`config.mk`:
```
export PLATFORM = sky130hd
export DESIGN_NAME = oport_uart_tx
export DESIGN_NICKNAME = d
export VERILOG_FILES = /design/src/rtl/oport_uart_tx_pkg.sv /design/src/rtl/oport_uart_tx_sync_fifo.sv /design/src/rtl/oport_uart_tx.sv
export SDC_FILE = /design/constraint.sdc
export NUM_CORES = 1
export LEC_CHECK = 0
export ABC_AREA = 1
export CORE_MARGIN = 1.5
export CORE_UTILIZATION = 59
export DETAILED_ROUTE_END_ITERATION = 12
export PLACE_DENSITY = 0.79
export SETUP_SLACK_MARGIN = 0.3
export SLEW_MARGIN = 20
export SYNTH_ARGS = -nofsm -noshare
export SYNTH_HDL_FRONTEND = slang
export SYNTH_SLANG_ARGS = --single-unit
```
`constraint.sdc`:
```
create_clock -name clk -period 2.65 [get_ports clk]
set_clock_uncertainty 0.1 [all_clocks]
set_input_delay 0.53 -clock clk [delete_from_list [all_inputs] [get_ports clk]]
set_output_delay 0.53 -clock clk [all_outputs]
set_load 0.01 [all_outputs]
```
`src/rtl/oport_uart_tx_pkg.sv`:
```
// ============================================================================
// oport_uart_tx_pkg : FSM encodings and build constants for the output-port UART.
// Optional macro OPORT_UART_PARITY_EN adds an even-parity bit to each frame.
// Revision: 1.0
// ============================================================================
`default_nettype none

package oport_uart_tx_pkg;

  typedef enum logic [1:0] {
    UART_IDLE  = 2'd0,
    UART_START = 2'd1,
    UART_DATA  = 2'd2,
    UART_STOP  = 2'd3
  } uart_state_t;

  localparam int UART_CLKS_PER_BIT = 16;

`ifdef OPORT_UART_PARITY_EN
  localparam int UART_FRAME_BITS = 9;
`else
  localparam int UART_FRAME_BITS = 8;
`endif

endpackage

`default_nettype wire

```
`src/rtl/oport_uart_tx_sync_fifo.sv`:
```
// ============================================================================
// sync_fifo : show-ahead synchronous FIFO (dout valid whenever empty=0).
// Revision: 1.0
// ============================================================================
`default_nettype none

module sync_fifo #(
  parameter int DEPTH = 4,
  parameter int WIDTH = 8
) (
  input  logic                     clk,
  input  logic                     reset,
  input  logic                     push,
  input  logic                     pop,
  input  logic [WIDTH-1:0]         din,
  output logic [WIDTH-1:0]         dout,
  output logic                     full,
  output logic                     empty,
  output logic [$clog2(DEPTH):0]   count
);

  localparam int PTR_W = $clog2(DEPTH);

  logic [WIDTH-1:0] mem [DEPTH];
  logic [PTR_W-1:0] wr_ptr;
  logic [PTR_W-1:0] rd_ptr;
  logic             do_push;
  logic             do_pop;

  assign empty   = (count == '0);
  assign full    = (count == (PTR_W+1)'(DEPTH));
  assign do_pop  = pop && !empty;
  // A pop in the same cycle frees a slot, so a push while full is still taken.
  assign do_push = push && (!full || do_pop);
  assign dout    = mem[rd_ptr];

  always_ff @(posedge clk or negedge reset) begin
    if (!reset) begin
      wr_ptr <= '0;
      rd_ptr <= '0;
      count  <= '0;
    end else begin
      if (do_push) wr_ptr <= wr_ptr + PTR_W'(1);
      if (do_pop)  rd_ptr <= rd_ptr + PTR_W'(1);
      case ({do_push, do_pop})
        2'b10:   count <= count + (PTR_W+1)'(1);
        2'b01:   count <= count - (PTR_W+1)'(1);
        default: count <= count;
      endcase
    end
  end

  always_ff @(posedge clk) begin
    if (do_push) mem[wr_ptr] <= din;
  end

endmodule

`default_nettype wire

```
`src/rtl/oport_uart_tx.sv`:
```
// ============================================================================
// oport_uart_tx : buffers output-port writes and sends them as 8N1 UART frames.
// Optional macro OPORT_UART_PARITY_EN appends an even-parity bit (8E1).
// Revision: 1.0
// ============================================================================
`default_nettype none

module oport_uart_tx
  import oport_uart_tx_pkg::*;
#(
  parameter int DEPTH        = 4,
  parameter int CLKS_PER_BIT = UART_CLKS_PER_BIT
) (
  input  logic       clk,
  input  logic       reset,
  input  logic [7:0] wr_data,
  input  logic       wr,
  output logic       tx,
  output logic       busy,
  output logic       full,
  output logic       overflow
);

  localparam int PTR_W  = $clog2(DEPTH);
  localparam int BAUD_W = $clog2(CLKS_PER_BIT);
  localparam int FB     = UART_FRAME_BITS;

  localparam logic [BAUD_W-1:0] BAUD_MAX = BAUD_W'(CLKS_PER_BIT - 1);
  localparam logic [3:0]        LAST_BIT = 4'(FB - 1);

  uart_state_t       state, state_n;
  logic [BAUD_W-1:0] baud, baud_n;
  logic [3:0]        bit_cnt, bit_cnt_n;
  logic [FB-1:0]     shift, shift_n;
  logic [FB-1:0]     frame_load;
  logic              tx_n;
  logic              baud_last;
  logic              pop;

  logic [7:0]        fifo_dout;
  logic              fifo_full;
  logic              fifo_empty;
  logic [PTR_W:0]    fifo_count;

  sync_fifo #(
    .DEPTH (DEPTH),
    .WIDTH (8)
  ) u_fifo (
    .clk   (clk),
    .reset (reset),
    .push  (wr),
    .pop   (pop),
    .din   (wr_data),
    .dout  (fifo_dout),
    .full  (fifo_full),
    .empty (fifo_empty),
    .count (fifo_count)
  );

  // Parity rides as the top bit of the shift register, sent after data bit 7.
`ifdef OPORT_UART_PARITY_EN
  assign frame_load = {^fifo_dout, fifo_dout};
`else
  assign frame_load = fifo_dout;
`endif

  assign baud_last = (baud == BAUD_MAX);
  assign busy      = (state != UART_IDLE) || (fifo_count != '0);
  assign full      = fifo_full;

  always_comb begin
    state_n   = state;
    baud_n    = baud_last ? '0 : baud + BAUD_W'(1);
    bit_cnt_n = bit_cnt;
    shift_n   = shift;
    tx_n      = tx;
    pop       = 1'b0;
    case (state)
      UART_IDLE: begin
        baud_n = '0;
        if (!fifo_empty) begin
          pop       = 1'b1;
          shift_n   = frame_load;
          bit_cnt_n = '0;
          state_n   = UART_START;
          tx_n      = 1'b0;
        end
      end
      UART_START: begin
        if (baud_last) begin
          state_n = UART_DATA;
          tx_n    = shift[0];
        end
      end
      UART_DATA: begin
        if (baud_last) begin
          if (bit_cnt == LAST_BIT) begin
            state_n = UART_STOP;
            tx_n    = 1'b1;
          end else begin
            shift_n   = shift >> 1;
            bit_cnt_n = bit_cnt + 4'd1;
            tx_n      = shift[1];
          end
        end
      end
      UART_STOP: begin
        if (baud_last) begin
          // Chain straight into the next start bit when more data is queued.
          if (!fifo_empty) begin
            pop       = 1'b1;
            shift_n   = frame_load;
            bit_cnt_n = '0;
            state_n   = UART_START;
            tx_n      = 1'b0;
          end else begin
            state_n = UART_IDLE;
            tx_n    = 1'b1;
          end
        end
      end
      default: begin
        state_n = UART_IDLE;
        tx_n    = 1'b1;
      end
    endcase
  end

  always_ff @(posedge clk or negedge reset) begin
    if (!reset) begin
      state    <= UART_IDLE;
      baud     <= '0;
      bit_cnt  <= '0;
      shift    <= '0;
      tx       <= 1'b1;
      overflow <= 1'b0;
    end else begin
      state   <= state_n;
      baud    <= baud_n;
      bit_cnt <= bit_cnt_n;
      shift   <= shift_n;
      tx      <= tx_n;
      if (wr && fifo_full && !pop) overflow <= 1'b1;
    end
  end

endmodule

`default_nettype wire

```
Word level (Yosys, flattened, before mapping)
Memory sizes are Yosys's and may differ from the RTL's.
Index checks and enable logic that the tools add are counted.
{"block": "totals", "register_bits": 27, "latch_bits": 0, "ram_bits": 32, "rom_bits": 0, "inputBits": 11, "output_inout_bits": 4, "n_memories": 1}
{"memory": "u_fifo.mem", "words": 4, "word_bits": 8, "rd": 1, "rd_clocked_by_memory_dff": 0, "write_ports": 1, "line_no": "oport_uart_tx_sync_fifo.sv:24", "text": "logic [WIDTH-1:0] mem [DEPTH];"}
{"block": "classes", "addsub": 6, "n_mul": 0, "n_div": 0, "n_lt_le_gt_ge": 0, "n_eq_ne": 14, "shifts": 0, "muxes": 32, "n_bitwise": 0, "n_reduce_logical": 18}
{"op": "2-to-1 mux 8 bit", "n": 4}
{"op": "2-to-1 mux 4 bit", "n": 6}
{"op": "one-hot mux 8 bit (3 select lines)", "n": 1}
{"op": "inequality test 2 bit (second input constant)", "n": 6}
{"op": "one-hot mux 4 bit (3 select lines)", "n": 1}
{"op": "2-to-1 mux 1 bit", "n": 11}
{"op": "2-to-1 mux 2 bit", "n": 5}
{"op": "adder 4 x 1 -> 4 bit (second input constant)", "n": 2}
{"op": "one-hot mux 2 bit (4 select lines)", "n": 1}
{"op": "AND reduction 4 bit", "n": 2}
{"op": "equality test 2 bit (second input constant)", "n": 3}
{"op": "one-hot mux 3 bit (2 select lines)", "n": 1}
{"op": "nonzero test 3 bit", "n": 2}
{"op": "AND reduction 5 bit", "n": 1}
{"op": "adder 2 x 1 -> 2 bit (second input constant)", "n": 2}
{"op": "equality test 2 x 1 -> 1 bit (second input constant)", "n": 2}
{"op": "equality test 4 x 3 -> 1 bit (second input constant)", "n": 1}
{"op": "equality test 4 bit (second input constant)", "n": 1}
{"op": "logical AND 1 bit", "n": 4}
{"op": "one-hot mux 1 bit (4 select lines)", "n": 1}
{"op": "nonzero test 2 bit", "n": 2}
{"op": "adder 3 x 1 -> 3 bit (second input constant)", "n": 1}
{"op": "equality test 3 bit (second input constant)", "n": 1}
{"op": "zero test 1 bit", "n": 3}
{"op": "5 further kinds", "n": 6}

Logic depth before layout (Yosys ltp)
{"block": "logic_depth", "ltp_word": 9, "ltp_mapped": 11, "mapped_depth_nobuf": 11}

Cells and area by module
From an unflattened synthesis, not the netlist that was laid out.
{"block": "unflattened", "hier_cells": 297, "hier_area_um2": 2844.0}
{"mod": "sync_fifo", "n_inst": 1, "cells_per_inst": 134, "area_per_inst_um2": 1646.6, "seq_area_each_um2": 1136.1}
{"mod": "oport_uart_tx", "n_inst": 1, "cells_per_inst": 163, "area_per_inst_um2": 1197.4, "seq_area_each_um2": 501.7}

Worst setup path after synthesis
Ideal clock, no wire load.
{"block": "synth_path", "path_type": "reg2reg", "startpoint": "register state[0]", "endpoint": "memory u_fifo.mem[0][0] (enable)", "setup_ps": 371, "arrival_ps": 1632, "required_ps": 2179, "setup_slack_ps": 547, "stages_incl_launch_ff": 8, "path_buffers": 0, "path_cell_list": "dfrtp_1 inv_1 ha_1 nor2_2 nand3_2 nand2_2 nand2_4 nor2_1"}
{"block": "synth_via", "elab_chain_len": 7, "elab_cells_between_ends": 8}
{"element": "start: declaration", "line_no": "oport_uart_tx.sv:31", "text": "uart_state_t state, state_n;"}
{"element": "start signal: assignment", "line_no": "oport_uart_tx.sv:138", "text": "state <= state_n;"}
{"element": "equality test 2 bit / zero test 2 bit (equally long branches)", "line_no": "oport_uart_tx.sv:78", "text": "case (state)"}
{"element": "one-hot mux 1 bit (2 select lines) *", "line_no": "oport_uart_tx.sv:78"}
{"element": "logical AND 1 bit *", "line_no": "oport_uart_tx_sync_fifo.sv:32", "text": "assign do_pop = pop && !empty;"}
{"element": "logical OR 1 bit *", "line_no": "oport_uart_tx_sync_fifo.sv:34", "text": "assign do_push = push && (!full || do_pop);"}
{"element": "logical AND 1 bit *", "line_no": "oport_uart_tx_sync_fifo.sv:34"}
{"element": "2-to-1 mux 1 bit *", "line_no": "oport_uart_tx_sync_fifo.sv:54", "text": "if (do_push) mem[wr_ptr] <= din;"}
{"element": "2-to-1 mux 1 bit (not written as such) *", "line_no": "oport_uart_tx_sync_fifo.sv:54"}
{"element": "end: declaration", "line_no": "oport_uart_tx_sync_fifo.sv:24"}
Every way passes the cells marked *; elsewhere a longest branch is shown, timed or not.

Worst setup path in the final report
{"block": "layout_path", "startpoint": "register u_fifo.count[0]", "endpoint": "output port full"}
{"block": "layout_via", "elab_chain_len": 1}
{"element": "start: declaration", "line_no": "oport_uart_tx_sync_fifo.sv:19", "text": "output logic [$clog2(DEPTH):0] count"}
{"element": "start signal: assignment", "line_no": "oport_uart_tx_sync_fifo.sv:46", "text": "2'b10: count <= count + (PTR_W+1)'(1);"}
{"element": "start signal: assignment", "line_no": "oport_uart_tx_sync_fifo.sv:47", "text": "2'b01: count <= count - (PTR_W+1)'(1);"}
{"element": "start signal: assignment", "line_no": "oport_uart_tx_sync_fifo.sv:48", "text": "default: count <= count;"}
{"element": "equality test 3 bit", "line_no": "oport_uart_tx_sync_fifo.sv:31", "text": "assign full = (count == (PTR_W+1)'(DEPTH));"}
{"element": "end: declaration", "line_no": "oport_uart_tx.sv:20", "text": "output logic full,"}
Every way passes these cells.

==> results <==
- The critical path goes through inv_2 -> nand3_1 -> inv_1 -> clkdlybuf4s50_1.
- The fmax is 442 MHz.
- The TritonCTS buffer count is 9.
- The post-synthesis register bit count is 59.
- Of the total power, the share spent switching nets is 0.258.
- The total count of hold-check failures in the final report was 0.
- Counting flops with an async set or reset pin after synthesis yields a share of 0.458.
- The number of cells traversed by the worst register-to-register path is 10.
- The placed cell area is about 2900 µm².
- The number of iterations in the first detailed-routing pass is 4.
- STA classifies the critical path endpoint as an output port.
- Of the total power, the clock network draws 0.382.
- The tightest hold path in the finished design has a slack of ~0.36 ns.
- The maximum buffer depth of the clock tree is 2.
- The routability congestion estimate is 0.749.
- The wire length of the first global-routing pass is slightly above 8000 µm.
- The internal portion of total power is 1.89 mW.
- For this run, global-route usage on met3 was measured as 0.0647.
- The reg-to-reg critical path startpoint is state[1].
- The number of antenna violations at the first check in global routing is 0.
- The sequential element share of the synthesized area is 0.594.
- The antenna violation net count after detailed routing is 0.
- The worst-path maximum fanout is 3.
- For this run, the slowest stage of the critical path takes 0.54 ns.
- The overall die width is about 70 µm.
- Setup slack closes at between 0.3 and 0.4 ns.
- The analysis attributes to cell leakage a power of roughly 1.4 nW.
- The count of pins on the block boundary is 15.
- The buffer cell driving the clock tree root is sky130_fd_sc_hd__clkbuf_8.
- Across all register-to-register paths, the minimum setup slack is ~0.55 ns.
- For this configuration, the core starts out at a cell density of 0.625.
- In this run the most critical hold path is launched from tx.
- The flow ran to the end, and the final reports show no timing, DRC or antenna violations.
- The critical path contains buffers and inverters numbering 3 combined.
- In this run the standard cell core region covers roughly 4400 µm².
- The actual slew at the worst max-slew pin is between 0.5 and 0.6 ns.
- The number of standard cells in the final layout excluding fillers is about 360.
- The worst register-to-register path ends at u_fifo.count[2].
- The worst path in the final design needs a cycle of about 2.3 ns, including I/O delays and setup.
- The average instance in the mapped netlist occupies ~10 µm².
- The Yosys step of the flow raised 0 warnings.
- The detailed-placement wirelength estimate is 3130 µm.
- The area overhead of the layout relative to synthesis is 16.2%.
- Measured against its own limit, the worst slew margin works out to 0.618.
- Across every metal layer, demand over resource in global routing totals 0.215.
- The wire length per cell is 13.7 µm.
- OpenSTA, run right after detailed placement, puts the worst setup slack at roughly 0.34 ns.
- The busiest metal layer after global routing is met2.
- In the global route stage, met2 resource usage came out at 0.351.
- The most used flip-flop cell after synthesis is sky130_fd_sc_hd__edfxtp_1.
- CTS saw 59 sinks.
- The synthesized design contains 32 enable-type register cells.
- The met1 usage in global routing is 0.260.
- The slowest stage of the critical path belongs to the cell sky130_fd_sc_hd__clkdlybuf4s50_1.
- The number of buffer cells added on primary ports is 14.
- The number of antenna repair diodes is 0.
- The final clock period utilization by the worst path is 0.854.
- Setup violations remaining at the end of the flow were counted as 0.
- Summed over all layers, the routed wires come to 4870 µm.
- The type of origin of the critical path is a flop.
- The via count of the first global-routing pass came to 1779.
- The number of max-slew violations in the final report was 0.
- Across the VDD grid, the largest voltage drop is roughly 520 µV.
- The min-delay analysis places its worst path in the category reg2reg.
- In the layout the commonest cells are 67 x sky130_fd_sc_hd__nand2_1, 32 x sky130_fd_sc_hd__edfxtp_1, 29 x sky130_fd_sc_hd__inv_1, 29 x sky130_fd_sc_hd__nand3_1, 26 x sky130_fd_sc_hd__dfrtp_1.
- After the first detailed-routing iteration, the DRC count stood at 84.
- After detailed placement, the design holds a cell count of 339.
- The area of all placed cells without fillers is ~3200 µm².
- From bottom edge to top edge, the die measures between 70 and 80 µm.
- The net switching component of the power is ~660 µW.
- The share of total power dissipated in sequential elements is 0.457.
- In this run the core area contains 24 standard-cell rows.
- The number of max-capacitance violations reported is 0.
- After the last flow step, the layout net total stands at 322.
- The quantity of hold-fixing buffers added after cts is 0.
- The area of the die is 5090 µm².
- Setup total negative slack on the finished layout was measured at 0 ns.
- For this run the aggregate overflow at the end of global routing stands at 0.
- Synthesis produced between 200 and 300 cells.
- The library cell used most frequently in the layout, excluding fill and tap cells, is sky130_fd_sc_hd__nand2_1.
- The depth of the worst hold-timing path is 2.
- STA puts the critical path data required time at 2.02 ns.
- Setup repair after global routing left no endpoint under its margin.
- The TritonCTS clock tree is done.
- Once layout is complete, the utilization of the core stands at 0.726.
- The clock tree synthesis step divided the H-tree into 3 levels.
- Summing internal, switching and leakage power gives about 2.6 mW.
- The number of distinct library cells after synthesis is 28.
- The total number of vias is roughly 1900.
- In the routed layout, each cell is associated on average with a via count of around 5.3.
- In this design, the largest share of critical-path delay is due to buffers and inverters.
- The net count after synthesis is between 200 and 300.
- The post-synthesis instance area is 2760 µm².
- The clock transition at the registers of the reported paths is roughly 0.060 ns.
- The total power per unit cell area is roughly 800 nW/µm².
- The endpoint of the worst hold-timing path is tx.
- By startpoint and endpoint, the worst setup path is classified as reg2out.
- In the final layout, the share of cells above drive strength 1 is 0.128.
- The combinational share of power is 0.160.
- For this run, design rule violations remaining after detail routing come to 0.
- The start point of the critical path is u_fifo.count[0].
- The clock latency on the worst-skew pair is around 0.34 ns.
- The data arrival at the endpoint of the critical path is roughly 1.6 ns.
- The maximum number of pins on one net before global-route repair is 28.
==> power by group through the flow <==
stage	combinational (mW)	sequential, mW	clock [mW]
6_report	0.409	1.17	0.976
5_1_grt	0.465	1.18	1.04
4_1_cts	0.401	1.17	0.995
3_5_place_dp	0.395	1.18	0
3_3_place_gp	0.384	1.18	0
2_1_floorplan	0.261	1.17	0
==> cell type report <==
| type | instances | area, µm² |
|---|---|---|
| Clock buffer | 9 | 124 |
| Multi-Input combinational cell | 174 | 941 |
| Fill cell | 315 | 1210 |
| Sequential cell | 59 | 1640 |
| Clock inverter | 7 | 116 |
| Timing Repair Buffer | 21 | 193 |
| Inverter | 34 | 128 |
| Tap cell | 52 | 65.1 |
==> metal layers <==
layer  up-vias  wire, µm
met1       879      2120
met2        46      2400
met4         0       120
met5         -         0
met3        11       230
li1        955         -
==> tightest hold or removal path: cells and delay by family (launching register included) <==
| family | cells | cell delay (ns) |
|---|---|---|
| and+or+nand+nor | 2 | 0.10 |
| DFF | 1 | 0.37 |
==> synth_stat cells, types with 3 or more instances <==
| master | instances | share of area |
|---|---|---|
| sky130_fd_sc_hd__nor2_1 | 16 | 0.022 |
| sky130_fd_sc_hd__xor2_1 | 5 | 0.016 |
| sky130_fd_sc_hd__nand3_2 | 3 | 0.011 |
| sky130_fd_sc_hd__nand2_1 | 67 | 0.091 |
| sky130_fd_sc_hd__inv_2 | 4 | 0.0054 |
| sky130_fd_sc_hd__buf_2 | 4 | 0.0073 |
| sky130_fd_sc_hd__o21ai_0 | 14 | 0.025 |
| sky130_fd_sc_hd__edfxtp_1 | 32 | 0.35 |
| sky130_fd_sc_hd__a21oi_1 | 4 | 0.0073 |
| sky130_fd_sc_hd__dfrtp_1 | 26 | 0.24 |
| sky130_fd_sc_hd__nand3_1 | 29 | 0.053 |
| sky130_fd_sc_hd__nor2_2 | 3 | 0.0068 |
| sky130_fd_sc_hd__nand4_1 | 3 | 0.0068 |
| sky130_fd_sc_hd__inv_1 | 30 | 0.041 |
| sky130_fd_sc_hd__o21ai_1 | 10 | 0.018 |
| sky130_fd_sc_hd__ha_1 | 11 | 0.050 |
| sky130_fd_sc_hd__buf_6 | 3 | 0.012 |
==> state kept, by name, indices dropped and copies added (netlist names) <==
| register | count |
|---|---|
| shift | 8 |
| u_fifo.wr_ptr | 2 |
| overflow | 1 |
| tx | 1 |
| baud | 4 |
| bit_cnt | 4 |
| u_fifo.mem | 32 |
| state | 2 |
| u_fifo.count | 3 |
| u_fifo.rd_ptr | 2 |
==> timing repair <==
| item | CTS | global route |
|---|---|---|
| setup endpoints to repair | 1 | 2 |
| buffers inserted | 1 | 0 |
| resized for setup | 0 | 3 |
==> kinds of logic after synthesis <==
group           share of synthesized area
compound gates                     0.0644
xor+xnor                           0.0159
fa+ha+maj                          0.0572
buf+inv                            0.0685
flops                               0.594
simple gates                        0.200
==> how the worst max path moves through the flow <==
stage / endpoint / slack (ns) / cells past startpoint
5_1_grt: full / 0.31 / 4
6_report: full / 0.39 / 4
2_1_floorplan: u_fifo.mem[0][0] / 0.55 / 7
3_5_place_dp: u_fifo.count[2] / 0.34 / 9
4_1_cts: busy / 0.33 / 4
3_3_place_gp: u_fifo.count[2] / 0.43 / 9
(Power assumes the default switching activity.)
